**src/rtl/des_round_ctrl.sv**
```systemverilog
// Iterative DES round sequencer: owns L/R and C/D state and steps one Feistel round
// per clock through an external f-function (PC-2, E, S-boxes, P).
module des_round_ctrl (
   input  logic        clk,
   input  logic        rst_n,
   input  logic        in_valid,
   output logic        in_ready,
   input  logic        decrypt,
   input  logic [63:0] blk_in,
   input  logic [55:0] key_in,
   output logic [31:0] f_r_o,
   output logic [55:0] f_cd_o,
   input  logic [31:0] f_res_i,
   output logic        out_valid,
   input  logic        out_ready,
   output logic [63:0] blk_out,
   output logic        busy
);

   typedef enum logic [1:0] {IDLE, ROUND, DONE} state_t;

   // Bit (i-1) set where the DES shift table entry S[i] is 1 (rounds 1, 2, 9, 16).
   localparam logic [15:0] SHIFT_ONE = 16'h8103;

   state_t      state, state_nxt;
   logic [31:0] l_q, r_q, l_nxt, r_nxt;
   logic [27:0] c_q, d_q, c_nxt, d_nxt;
   logic        mode_q, mode_nxt;
   logic [3:0]  cnt_q, cnt_nxt;
   logic [3:0]  enc_idx, dec_idx;
   logic        enc_two, dec_two;

   function automatic logic [27:0] rot_l(input logic [27:0] x, input logic two);
      return two ? {x[25:0], x[27:26]} : {x[26:0], x[27]};
   endfunction

   function automatic logic [27:0] rot_r(input logic [27:0] x, input logic two);
      return two ? {x[1:0], x[27:2]} : {x[0], x[27:1]};
   endfunction

   // Encrypt after round i rotates by S[i+1]; decrypt by S[17-i]. With i = cnt+1
   // those are table positions cnt+1 and 15-cnt (zero-based).
   assign enc_idx = cnt_q + 4'd1;
   assign dec_idx = 4'd15 - cnt_q;
   assign enc_two = ~SHIFT_ONE[enc_idx];
   assign dec_two = ~SHIFT_ONE[dec_idx];

   always_comb begin
      state_nxt = state;
      l_nxt     = l_q;
      r_nxt     = r_q;
      c_nxt     = c_q;
      d_nxt     = d_q;
      mode_nxt  = mode_q;
      cnt_nxt   = cnt_q;
      case (state)
         IDLE: begin
            if (in_valid) begin
               state_nxt = ROUND;
               l_nxt     = blk_in[63:32];
               r_nxt     = blk_in[31:0];
               mode_nxt  = decrypt;
               cnt_nxt   = 4'd0;
               if (decrypt) begin
                  c_nxt = key_in[55:28];
                  d_nxt = key_in[27:0];
               end else begin
                  c_nxt = rot_l(key_in[55:28], 1'b0);
                  d_nxt = rot_l(key_in[27:0], 1'b0);
               end
            end
         end
         ROUND: begin
            l_nxt = r_q;
            r_nxt = l_q ^ f_res_i;
            if (cnt_q == 4'd15) begin
               // C/D already sit at C0/D0 after the last round in both modes; hold them.
               state_nxt = DONE;
            end else begin
               cnt_nxt = cnt_q + 4'd1;
               if (mode_q) begin
                  c_nxt = rot_r(c_q, dec_two);
                  d_nxt = rot_r(d_q, dec_two);
               end else begin
                  c_nxt = rot_l(c_q, enc_two);
                  d_nxt = rot_l(d_q, enc_two);
               end
            end
         end
         DONE: begin
            if (out_ready) state_nxt = IDLE;
         end
         default: state_nxt = IDLE;
      endcase
   end

   always_ff @(posedge clk or negedge rst_n) begin
      if (!rst_n) begin
         state  <= IDLE;
         l_q    <= '0;
         r_q    <= '0;
         c_q    <= '0;
         d_q    <= '0;
         mode_q <= 1'b0;
         cnt_q  <= '0;
      end else begin
         state  <= state_nxt;
         l_q    <= l_nxt;
         r_q    <= r_nxt;
         c_q    <= c_nxt;
         d_q    <= d_nxt;
         mode_q <= mode_nxt;
         cnt_q  <= cnt_nxt;
      end
   end

   assign in_ready  = (state == IDLE);
   assign out_valid = (state == DONE);
   assign busy      = (state == ROUND);
   assign f_r_o     = r_q;
   assign f_cd_o    = {c_q, d_q};
   // L/R are frozen outside ROUND, so the swapped block is stable throughout DONE.
   assign blk_out   = {r_q, l_q};

endmodule

```
**config.mk**
```make
export PLATFORM = sky130hd
export DESIGN_NAME = des_round_ctrl
export DESIGN_NICKNAME = d
export VERILOG_FILES = /design/src/rtl/des_round_ctrl.sv
export SDC_FILE = /design/constraint.sdc
export NUM_CORES = 1
export LEC_CHECK = 0
export BUFFER_PORTS_ARGS = -buffer_cell sky130_fd_sc_hd__buf_2
export CELL_PAD_IN_SITES_DETAIL_PLACEMENT = 1
export CELL_PAD_IN_SITES_GLOBAL_PLACEMENT = 1
export CORE_MARGIN = 2
export CORE_UTILIZATION = 41
export DETAILED_ROUTE_END_ITERATION = 10
export PLACE_DENSITY_LB_ADDON = 0.1
export RECOVER_POWER = 50
export SLEW_MARGIN = 25
export SYNTH_ARGS = -nofsm -noshare
export SYNTH_HDL_FRONTEND = slang
export SYNTH_SLANG_ARGS = --single-unit
```
**constraint.sdc**
```tcl
create_clock -name clk -period 4.7 [get_ports clk]
set_input_delay 0.705 -clock clk [delete_from_list [all_inputs] [get_ports clk]]
set_output_delay 0.705 -clock clk [all_outputs]
set_load 0.005 [all_outputs]
```
==> impl_results.md, run 1 <==
* Status: finished, violations left
* Failing checks: max-capacitance violations, max-slew violations
* Number of H-tree levels at 4
* TNS Setup at 0 ns
* Crit path kind: reg -> reg
* Clk buf depth at 2
* Placed cell count at 1303
* RSZ-0062 raised after global routing: no
* Max_cap viols at 2
* Worst Path Buf+Inv at 1
* Initial antenna violation count at 1
* DP HPWL at 17500 um
* Die height at ~150 um
* Antenna cells at 0
* Critical Path RT at a little under 5 ns
* # fillers at 2376
* Asr flop ratio synth at 100%
* Hold Fails Final Rpt at 0
* Clk_lat worst skew at 0.42 ns
* Cts repair resizes at 0
* Ys flop type: dfrtp_1
* Synth cell types at 47
* Area delta synth->final at 21.8%
* IO Pins at about 310
* CP Cell Sequence: nor2_1 -> and2_0 -> buf_4 -> mux2i_1 -> o21ai_0
* Leakage at 4.70 nW
* DRC violations left at 0
* Hold Crit Class: in -> reg
* Global-route wire length before repair at about 42000 um
* Tcrit/Tclk final at ~72%
* Top delay family on crit path: simple AND/OR/NAND/NOR gates
* Port Buffers at around 310
* Number of synthesized flops with an enable pin at 0
* Pre-antenna DRT Iters at 5
* PD cells at 811 nW/um^2
* Detailed Route WL at between 20000 and 30000 um
* Fmax at slightly below 300 MHz
* Worst-path cell with the longest stage delay: and2_0
* Routed vias at 7527
* Relative slew slack at -75.1%
* Number of global-route vias before repair at about 7700
* Wirelength per Cell at between 15 and 20 um
* Net Count, Synth at ~980
* Hold Buf Count CTS at 0
* Max incr delay on CP at roughly 1.5 ns
* VDD IR max at approximately 0.00045 V
* Tmin final at approximately 3.4 ns
* Via density at approximately 5.6
* Initial drt markers at between 300 and 400
* Num CTS Buffers at 17
* Row count at between 50 and 60
* Postcts setup bufs at 0
* CTS root buf: clkbuf_16
* Clk sinks at between 100 and 150
* CP Max Fanout at 37
* Flop-to-flop setup slack at 1.32 ns
* Final Skew at about 0.0092 ns
* Startpoint type of the worst setup path: flop
* Clk slew on worst S/H paths at approximately 0.060 ns
* Core area at slightly above 20000 sq um
* Final Instance Count excl. Fillers at between 1000 and 1500
* Final net count at around 1200
* Share of cells above drive strength 1 at 35.4%
* Crit. End Element: flop
* Pin count of the biggest net entering global routing at 118
* Initial Utilization at about two fifths
* Post-Syn Area at approximately 8500 sq um
* TritonCTS clock tree: done
* Routed Antenna Nets at 0
* Critical Path AT at between 3 and 4 ns
* YS warnings at 0
* Final Slew Violations at around 130
* Total grt overflow at 0
* Syn Inst Count at 821
* DIE AREA at 21800 sq um
* Die Width at about 150 um
* Avg Inst Size Synth at a little over 10 sq um
* Worst-Margin Slew at about 2.6 ns
* Final setup vio count at 0
* Sequential share of the synthesized area at about 38%
* GPL Wtd Cong at 0.759
* Register bit total from synthesis at 127
* Total track usage at 23.9%
layout by cell type, fill, tap and decap left out, drive strengths merged, types with 2 or more instances in the layout:
cell type  netlist  layout
a21boi           2       2
nor2            35      35
mux2            58      58
o221ai          56      56
a221o           32      32
o21ai           36      36
ha               5       5
mux2i          146     146
buf             71     292
inv              4       4
xnor2           33      33
clkbuf          37      49
dfrtp          127     127
nand2b           2       2
nand3           57      57
nand2           38      38
clkinvlp         0       5
nand4b           2       2
clkinv           0       5
and2             2       2
a21oi           60      60
nor2b            2       2
cell usage after synthesis, types with 2 or more instances:
cell type    n  area [sq um]
nand4b_1     2          17.5
a221o_1     32           320
mux2_1      16           180
buf_1        2          7.51
dfrtp_1    127          3180
a21oi_1     59           295
buf_4       35           263
nand2b_1     2          12.5
inv_1        4          15.0
xnor2_1     32           280
mux2_2      41           462
buf_6        5          56.3
buf_12       5           100
mux2i_1    146          1460
o21ai_0     36           180
clkbuf_1    37           139
nor2b_1      2          12.5
ha_1         5          62.6
nor2_1      35           131
buf_2       20           100
nand2_1     38           143
buf_8        4          60.1
o221ai_1    56           490
nand3_1     57           285
per-stage QoR:
stage          instance area (sq um)  util [%]  hold slack [ns]  setup slack, ns  total power [mW]
6_report                       10300      50.9            0.514             1.32              8.36
5_1_grt                        10300      50.9            0.501             1.04              9.04
4_1_cts                        10300      51.0            0.439             1.53              8.44
3_5_place_dp                    9770      48.3            0.519             1.57              7.15
3_3_place_gp                    9770      48.3            0.516             1.64              7.02
2_1_floorplan                   8460         -            0.409             2.50              6.02
worst paths after layout:
path / to / startpoint / cells past startpoint
worst min-delay path: f_r_o[6] / blk_in[6] / 2
worst min register to register: l_q[19] / f_r_o[19] / 2
worst max-delay path: l_q[20] / state[0] / 5
max in group asynchronous: f_r_o[8] / rst_n / 2
min in group asynchronous: d_q[14] / rst_n / 1
worst max register to register: l_q[20] / state[0] / 5
cell type report:
cell class / instances / area [sq um] / area share, %
sequential: 127 / 3180 / 30.8
inverter: 4 / 15.0 / 0.146
clock inverter: 11 / 92.6 / 0.898
multi-input combinational: 582 / 4580 / 44.5
clock buffer: 20 / 457 / 4.43
timing repair buffer: 321 / 1640 / 16.0
tap: 270 / 338 / 3.28
metal layers:
layer | global-route usage, % | share of wire (%) | vias up
li1 | - | - | 3528
met1 | 31.6 | 44 | 3743
met2 | 40.3 | 49 | 226
met3 | 4.35 | 4.9 | 28
met4 | 6.49 | 1.4 | 2
met5 | 0 | 0.049 | -
flip-flops by register name (all words and copies together), names as in the netlist:
signal	cells
f_r_o	32
l_q	32
c_q	28
d_q	28
cnt_q	4
state	2
mode_q	1
cells by family after synthesis:
logic type      Yosys count  synth area share (%)
mux                     204                  25.0
compound gates          197                  16.8
simple gates            143                  7.64
flops                   127                  37.5
buf+inv                 112                  8.75
xor+xnor                 33                  3.50
fa+ha+maj                 5                 0.739
power breakdown:
group          total, mW  internal, mW  switching, mW
Clock               1.24         0.746          0.493
Combinational       4.71          2.24           2.47
Sequential          2.41          1.68          0.727
Total               8.36          4.67           3.69
No activity file was read; power rests on OpenSTA's default activity.
==> inputs of run 2 (changes only) <==
--- a/config.mk
+++ b/config.mk
@@ -9,7 +9,7 @@
 export CELL_PAD_IN_SITES_DETAIL_PLACEMENT = 1
 export CELL_PAD_IN_SITES_GLOBAL_PLACEMENT = 1
 export CORE_MARGIN = 2
-export CORE_UTILIZATION = 41
+export CORE_UTILIZATION = 34
 export DETAILED_ROUTE_END_ITERATION = 10
 export PLACE_DENSITY_LB_ADDON = 0.1
 export RECOVER_POWER = 50
==> constraint.sdc (replaced) <==
create_clock -name clk -period 3 [get_ports clk]
set_input_delay 0.45 -clock clk [delete_from_list [all_inputs] [get_ports clk]]
set_output_delay 0.45 -clock clk [all_outputs]
set_load 0.005 [all_outputs]
==> run 2 against run 1 <==
Compared with the run above:
- design area grew 1.5%
- final cell count is 4.4% higher
- first-iteration DRC count is 23% lower
- the run still ends with max-capacitance violations, max-slew violations left
- critical path type unchanged
- fmax rose by 29%
- die area rose by 20%
- clock skew increased by 0.0023 ns
==> impl_results.md, run 2 (same netlist as run 1, synthesis figures left out) <==
* Status: finished, violations left
* Failing checks: max-capacitance violations, max-slew violations
* RSZ-0062 raised after global routing: no
* Crit path kind: reg -> reg
* Hold Buf Count CTS at 0
* Number of global-route vias before repair at just under 8000
* Total track usage at 20.6%
* Most common cell after layout, fill and taps aside: buf_2
* Tcrit/Tclk final at between 80% and 90%
* Die height at roughly 160 um
* Die Width at 162 um
* Fmax at 382 MHz
* Clk slew on worst S/H paths at 0.06 ns
* Wirelength per Cell at 19.5 um
* Routed vias at about 7500
* Critical Path AT at a little under 3 ns
* IO Pins at roughly 310
* Final Skew at between 0.01 and 0.015 ns
* Cts repair resizes at 0
* TritonCTS clock tree: done
* Hold_ws at between 0.2 and 0.3 ns
* Core area at approximately 24000 sq um
* DP HPWL at 18100 um
* GPL Wtd Cong at around 0.73
* DRC violations left at 0
* Tmin final at ~2.6 ns
* Initial drt markers at around 300
* Total grt overflow at 0
* Final Slew Violations at between 60 and 70
* CP Max Fanout at 52
* Metal3 WL at roughly 1400 um
* Pre-antenna DRT Iters at 4
* Clk buf depth at 2
* Critical Path RT at ~3.3 ns
* Metal-1 WL at 12300 um
* Routed Antenna Nets at 0
* Clk sinks at between 100 and 150
* Number of H-tree levels at 4
* Postcts setup bufs at 0
* Final net count at 1219
* Initial antenna violation count at 4
* Relative slew slack at -18.2%
* Share of cells above drive strength 1 at approximately a third
* Initial Utilization at around a third
* CTS root buf: clkbuf_16
* Most frequent cells in the layout: buf_2 (279), mux2i_1 (146), dfrtp_1 (127)
* Pin count of the biggest net entering global routing at just under 90
* Worst-Margin Slew at around 1.8 ns
* Num CTS Buffers at 17
* Startpoint type of the worst setup path: flop
* Global-route wire length before repair at between 40000 and 50000 um
* Leakage at around 4.7 nW
* Row count at 57
* DR WL met2 at 13000 um
* VDD IR max at just under 0.0006 V
* DIE AREA at ~26000 sq um
* Area delta synth->final at 23.5%
* Max_cap viols at 1
* TNS Setup at 0 ns
* PD cells at ~1300 nW/um^2
* Clk_lat worst skew at ~0.42 ns
* DR top layer: met5
* Hold Fails Final Rpt at 0
* Detailed Route WL at between 20000 and 30000 um
* Via density at approximately 5.4
* Crit. End Element: flop
* Final setup vio count at 0
* Port Buffers at 311
* Hold Crit Class: in -> reg
[run 2: path summary, 6_finish.rpt]
kind,start,end,slack (ns),cells after the start
min,blk_in[21],f_r_o[21],0.26,2
min reg2reg,f_r_o[13],l_q[13],0.53,2
max,cnt_q[1],d_q[14],0.38,7
max reg2reg,cnt_q[1],d_q[14],0.38,7
max in group asynchronous,rst_n,c_q[7],0.77,2
min in group asynchronous,rst_n,l_q[12],0.49,1
[run 2: per-layer routing]
layer | up-vias | GRT usage, %
li1 | 3523 | -
met1 | 3706 | 27.4
met2 | 203 | 34.1
met3 | 25 | 4.49
met4 | 6 | 5.43
met5 | - | 0
[run 2: power breakdown]
part / total, mW / internal [mW] / switching, mW
Combinational: 7.40 / 3.56 / 3.84
Sequential: 3.78 / 2.63 / 1.15
Clock: 1.96 / 1.17 / 0.785
[run 2: metrics by stage]
| stage | total power, mW | cell area, sq um | instances | setup WS (ns) | util [%] |
|---|---|---|---|---|---|
| 3_3_place_gp | 11.2 | 9950 | 1362 | 0.453 | 40.8 |
| 3_5_place_dp | 11.4 | 9950 | 1362 | 0.406 | 40.8 |
| 5_1_grt | 14.3 | 10500 | 1393 | 0.143 | 42.9 |
| 6_report | 13.1 | 10500 | 1394 | 0.380 | 42.9 |
| 4_1_cts | 13.4 | 10500 | 1393 | 0.403 | 43.1 |
| 2_1_floorplan | 9.43 | 8460 | 821 | 0.796 | - |
[run 2: final cells by class]
| type | instances | area [sq um] |
|---|---|---|
| clock buffer | 21 | 460 |
| inverter | 4 | 15.0 |
| multi-input combinational | 582 | 4580 |
| clock inverter | 10 | 90.1 |
| antenna | 1 | 2.50 |
| tap | 324 | 405 |
| sequential | 127 | 3180 |
| fill | 2882 | 13900 |
| timing repair buffer | 325 | 1720 |
[run 2: critical path, stage by stage, from the launching register on]
cell,delay [ns]
dfrtp_1,0.55
ha_1,0.56
a21boi_1,0.26
a311oi_2,0.08
a211oi_4,0.28
buf_12,0.37
mux2i_1,0.28
a21oi_2,0.07
